### src/rtl/wave_reader.sv
// wave_reader: steps an 8-bit phase on each memclk rising edge and emits one DAC code per step
// Ports: clk, rst (sync, active-high); memclk step strobe; memmode shape (00 sine, 01 square,
//   10 triangle, 11 sawtooth); dac_data/dac_valid registered sample; phase current address;
//   wrap pulses with dac_valid on the 255->0 step.
// Define WAVE_MEMCLK_SYNC_EN to pass memclk through a two-flop synchronizer (latency 4 instead of 2).
module wave_reader #(
  parameter int ADDR_W = 8,
  parameter int DATA_W = 8
) (
  input  logic              clk,
  input  logic              rst,
  input  logic              memclk,
  input  logic [1:0]        memmode,
  output logic [DATA_W-1:0] dac_data,
  output logic              dac_valid,
  output logic [ADDR_W-1:0] phase,
  output logic              wrap
);
  localparam logic [6:0] SIN_Q [0:64] = '{
    7'd0,   7'd3,   7'd6,   7'd9,   7'd12,  7'd16,  7'd19,  7'd22,  7'd25,  7'd28,
    7'd31,  7'd34,  7'd37,  7'd40,  7'd43,  7'd46,  7'd49,  7'd51,  7'd54,  7'd57,
    7'd60,  7'd63,  7'd65,  7'd68,  7'd71,  7'd73,  7'd76,  7'd78,  7'd81,  7'd83,
    7'd85,  7'd88,  7'd90,  7'd92,  7'd94,  7'd96,  7'd98,  7'd100, 7'd102, 7'd104,
    7'd106, 7'd107, 7'd109, 7'd111, 7'd112, 7'd113, 7'd115, 7'd116, 7'd117, 7'd118,
    7'd120, 7'd121, 7'd122, 7'd122, 7'd123, 7'd124, 7'd125, 7'd125, 7'd126, 7'd126,
    7'd126, 7'd127, 7'd127, 7'd127, 7'd127
  };
  logic              memclk_s, step;
  logic              memclk_d_q, memclk_d_d;
  logic [ADDR_W-1:0] phase_q, phase_d;
  logic [1:0]        mode_q, mode_d;
  logic              pend_q, pend_d, pwrap_q, pwrap_d;
  logic [DATA_W-1:0] dac_data_q, dac_data_d;
  logic              dac_valid_q, dac_valid_d, wrap_q, wrap_d;
  logic [6:0]        rom_idx, sin_mag;
  logic [7:0]        sine_v, tri_v, shape_v;
`ifdef WAVE_MEMCLK_SYNC_EN
  logic [1:0] sync_q;
  always_ff @(posedge clk) begin
    if (rst) sync_q <= 2'b00;
    else     sync_q <= {sync_q[0], memclk};
  end
  assign memclk_s = sync_q[1];
`else
  assign memclk_s = memclk;
`endif
  always_comb begin
    step        = memclk_s & ~memclk_d_q;
    memclk_d_d  = memclk_s;
    phase_d     = step ? phase_q + 8'd1 : phase_q;
    mode_d      = (step && phase_q == 8'hff) ? memmode : mode_q;
    pend_d      = step;
    pwrap_d     = step && phase_q == 8'hff;
    // Quadrants 1 and 3 read the quarter-wave table mirrored
    rom_idx     = phase_q[6] ? 7'd64 - {1'b0, phase_q[5:0]} : {1'b0, phase_q[5:0]};
    sin_mag     = SIN_Q[rom_idx];
    sine_v      = phase_q[7] ? 8'd128 - {1'b0, sin_mag} : 8'd128 + {1'b0, sin_mag};
    tri_v       = phase_q[7] ? ~{phase_q[6:0], 1'b0} : {phase_q[6:0], 1'b0};
    shape_v     = mode_q == 2'd0 ? sine_v :
                  mode_q == 2'd1 ? (phase_q[7] ? 8'd0 : 8'd255) :
                  mode_q == 2'd2 ? tri_v : phase_q;
    dac_data_d  = pend_q ? shape_v : dac_data_q;
    dac_valid_d = pend_q;
    wrap_d      = pend_q & pwrap_q;
  end
  always_ff @(posedge clk) begin
    if (rst) begin
      memclk_d_q  <= 1'b1;
      phase_q     <= '0;
      mode_q      <= 2'd0;
      pend_q      <= 1'b0;
      pwrap_q     <= 1'b0;
      dac_data_q  <= 8'd128;
      dac_valid_q <= 1'b0;
      wrap_q      <= 1'b0;
    end else begin
      memclk_d_q  <= memclk_d_d;
      phase_q     <= phase_d;
      mode_q      <= mode_d;
      pend_q      <= pend_d;
      pwrap_q     <= pwrap_d;
      dac_data_q  <= dac_data_d;
      dac_valid_q <= dac_valid_d;
      wrap_q      <= wrap_d;
    end
  end
  assign dac_data  = dac_data_q;
  assign dac_valid = dac_valid_q;
  assign phase     = phase_q;
  assign wrap      = wrap_q;
endmodule

### config.mk
export PLATFORM = sky130hd
export DESIGN_NAME = wave_reader
export DESIGN_NICKNAME = d
export VERILOG_FILES = /design/src/rtl/wave_reader.sv
export SDC_FILE = /design/constraint.sdc
export NUM_CORES = 1
export LEC_CHECK = 0
export CORE_ASPECT_RATIO = 0.6
export CORE_MARGIN = 8
export CORE_UTILIZATION = 46
export DETAILED_ROUTE_END_ITERATION = 10
export PLACE_DENSITY = 0.69
export SLEW_MARGIN = 5
export SYNTH_ARGS = -nofsm -noshare
export SYNTH_HDL_FRONTEND = slang
export SYNTH_SLANG_ARGS = --single-unit
export TNS_END_PERCENT = 5
### constraint.sdc
create_clock -name clk -period 3.5 [get_ports clk]
set_input_delay 0.525 -clock clk [delete_from_list [all_inputs] [get_ports clk]]
set_output_delay 0.525 -clock clk [all_outputs]
set_load 0.05 [all_outputs]
==> reports/metrics.yaml <==
route:
  drt_wl_total_mm: 7.07
  vias: 2528
  postRouteAntennaNets: 0
  post-route-drc-count: 0
  vias_per_cell: 6.11
  drtIter0Drc: 305
  drtPass1Iterations: 5
  wl_per_cell_um: 17.1
yosys:
  synth_area_per_cell_um2: 7.50
  syn_inst: 332
  async_flop_share_pct: 0
  synth_cell_type_count: 72
  ys_ff_latch: 23
  netlist_area_mm2: 0.00249
  ys_warn_count: 0
  ys.flop_type: "dfxtp_1"
  synth_edf_count: 0
  yosysSeqAreaShare_pct: 18.5
  syn-num-nets: 349
clocking:
  cts_tree: "done"
  ctsRootBufferMaster: "clkbuf_8"
  cts_hold_buf: 0
  cts_buffer_depth: 2
  h-tree-depth: 1
  cts_made_buffers: 3
  clk_latency_ns: 0.27
  clock_sinks: 23
  clkTransAtPathRegs_ns: 0.09
run:
  cap_violations: 0
outcome:
  outcome: "complete, no violations"
placed_design:
  place.gp.congestion: 0.908
  portBuffers: 22
  placed_cell_area_mm2: 0.00278
  dp.final_hpwl_mm: 5.21
pwr:
  total_power_w: 0.000527
  p_leak_nw: 1.02
  ir_worst_vdd_mv: 0.133
  power_density_mw_per_mm2: 184
global_route:
  grt_pass1_wl_mm: 11.4
  use_met2_pct: 22.5
  grt_pass1_vias: 2187
  grt_start_max_net_pins: 24
  met3_usage_pct: 4.68
  busiest_layer: "met1"
  grt_overflow_total: 0
  use_met1_pct: 25.3
  globalRouteTotalUtil_pct: 16.6
  antenna_found_initial: 0
critical_path:
  cp-start-kind: "flip-flop"
  r2r-start: "phase[0]"
  end_kind: "flip-flop"
  required_ns: 3.68
  crit_fanout: 8
  crit_type: "flip-flop to flip-flop"
  crit_start: "phase[0]"
  arrival_ns: 3.59
hold_path:
  hold_path.startpoint: "pwrap_q"
  worstHoldPathType: "flip-flop to flip-flop"
floorplanning:
  die_y_um: 73.0
  dieArea_mm2: 0.00810
  initial_utilization_pct: 48.5
  core_mm2: 0.00513
  die_w_um: 111
  io_pins: 23
  rows: 20
sta:
  relSlewSlack_pct: 58.5
  final_hold_viol_count: 0
  slew_violations: 0
  fin_crit_ns: 3.41
  setup-tns-final_ns: 0
  max_freq_mhz: 293
  tightest_slew_ns: 0.622
  period_share_pct: 97.6
  setup_viol: 0
  hold_slack_ns: 0.439
  skew_ns: 0.00480
  rsz0062_at_grt: "yes"
layout:
  fin_util_pct: 55.7
  nFillCells: 479
  diodes: 0
  final_cell_area_mm2: 0.00286
  drive_gt1_share_pct: 15.5
  syn2layout_area_growth_pct: 14.8
  final_nets: 366
area by class of cell:
cell class	instances	area, µm²	area share, %
Multi-Input combinational cell	273	1870	65.5
Sequential cell	23	468	16.4
Timing Repair Buffer	41	363	12.7
Tap cell	66	82.6	2.89
Clock buffer	3	41.3	1.44
Inverter	7	26.3	0.919
Clock inverter	1	5.00	0.175
cell usage after synthesis (2+ instances only):
master | n | area, µm²
inv_1 | 5 | 18.8
o221ai_1 | 2 | 17.5
nand4_1 | 5 | 31.3
a221o_1 | 2 | 20.0
o211ai_1 | 7 | 52.6
o21ai_1 | 2 | 10.0
o21a_1 | 2 | 15.0
nand3b_1 | 2 | 15.0
nor3b_1 | 2 | 15.0
nand2_1 | 37 | 139
o31ai_4 | 2 | 42.5
clkbuf_1 | 19 | 71.3
ha_1 | 12 | 150
nand2b_1 | 8 | 50.1
buf_2 | 4 | 20.0
xor2_1 | 3 | 26.3
nor2b_1 | 5 | 31.3
a2bb2oi_1 | 2 | 17.5
nor3_1 | 14 | 70.1
nand3_1 | 9 | 45.0
xor2_2 | 2 | 32.5
a311oi_1 | 5 | 43.8
nor2_1 | 31 | 116
a21oi_1 | 33 | 165
o21ai_0 | 18 | 90.1
xnor2_2 | 2 | 32.5
buf_6 | 4 | 45.0
dfxtp_1 | 23 | 460
a31oi_1 | 7 | 43.8
o31ai_1 | 2 | 15.0
o41ai_1 | 2 | 17.5
xnor2_1 | 8 | 70.1
inv_2 | 2 | 7.51
or3_1 | 3 | 18.8
buf_4 | 2 | 15.0
mux2i_1 | 8 | 80.1
repair_timing:
action | 4_1_cts | 5_1_grt
endpoints found under the setup margin | 0 | 6
resized for setup | 0 | 4
buffers inserted | 0 | 3
per-layer routing:
metal	part of all wire, %	routed length [µm]
met1	52	3670
met2	40	2800
met3	8.3	589
met4	0.23	16
met5	0	0
final timing paths:
check                     end  slack, ns  cells after the start
hold / removal           wrap       0.44                      1
setup reg to reg  dac_data[2]       0.09                     14
setup / recovery  dac_data[2]       0.09                     14
hold reg to reg          wrap       0.44                      1
power breakdown:
group	switching (W)	internal, W	total [W]	leakage (nW)
logic	0.0000566	0.0000339	0.0000905	0.805
registers	0.00000310	0.000265	0.000268	0.188
clock network	0.0000883	0.0000795	0.000168	0.0255
total	0.000148	0.000378	0.000527	1.02
flip-flops by register name, summed over array words and instances (netlist names):
name and flops:
dac_data 8, dac_valid 1, dac_valid_d 1, memclk_d_q 1
mode_q 2, phase 8, pwrap_q 1, wrap 1
logic make-up after synthesis:
| family | synth area share (%) |
|---|---|
| flops | 18.5 |
| fa+ha+maj | 6.48 |
| mux | 3.22 |
| compound gates | 30.2 |
| buf+inv | 7.14 |
| simple gates | 26.9 |
| xor+xnor | 7.59 |
cell usage in the layout (no fill, tap or decap), drive strengths merged, types with 3 or more instances in the layout:
| cell | instances |
|---|---|
| mux2i | 8 |
| nand2 | 38 |
| a21oi | 33 |
| nor3 | 15 |
| o21ai | 20 |
| clkbuf | 3 |
| nand3 | 9 |
| inv | 7 |
| clkdlybuf4s50 | 22 |
| a311oi | 5 |
| o211ai | 7 |
| nor3b | 3 |
| nand2b | 9 |
| xnor2 | 11 |
| o31ai | 5 |
| nor2b | 5 |
| buf | 19 |
| xor2 | 5 |
| nand4 | 5 |
| dfxtp | 23 |
| a2111oi | 3 |
| or3 | 4 |
| nor2 | 31 |
| a31oi | 7 |
| ha | 12 |
through the flow:
step                      instances  setup WS, ns
final                           414        0.0856
after global routing            414       -0.0896
after CTS                       411         0.129
after detailed placement        407         0.156
after global placement          407         0.232
after floorplan                 332       -0.0174
worst max-delay path: stages (launching register included):
cell      delay, ns
dfxtp_4        0.35
inv_1          0.08
ha_1           0.36
nand2_1        0.11
a21boi_4       0.32
ha_1           0.33
nor3_1         0.22
nor3_1         0.08
a221o_1        0.33
a32o_1         0.27
ha_1           0.23
nor2_1         0.15
xnor2_1        0.15
nand2_1        0.08
a311oi_2       0.26
(Power assumes the default switching activity.)
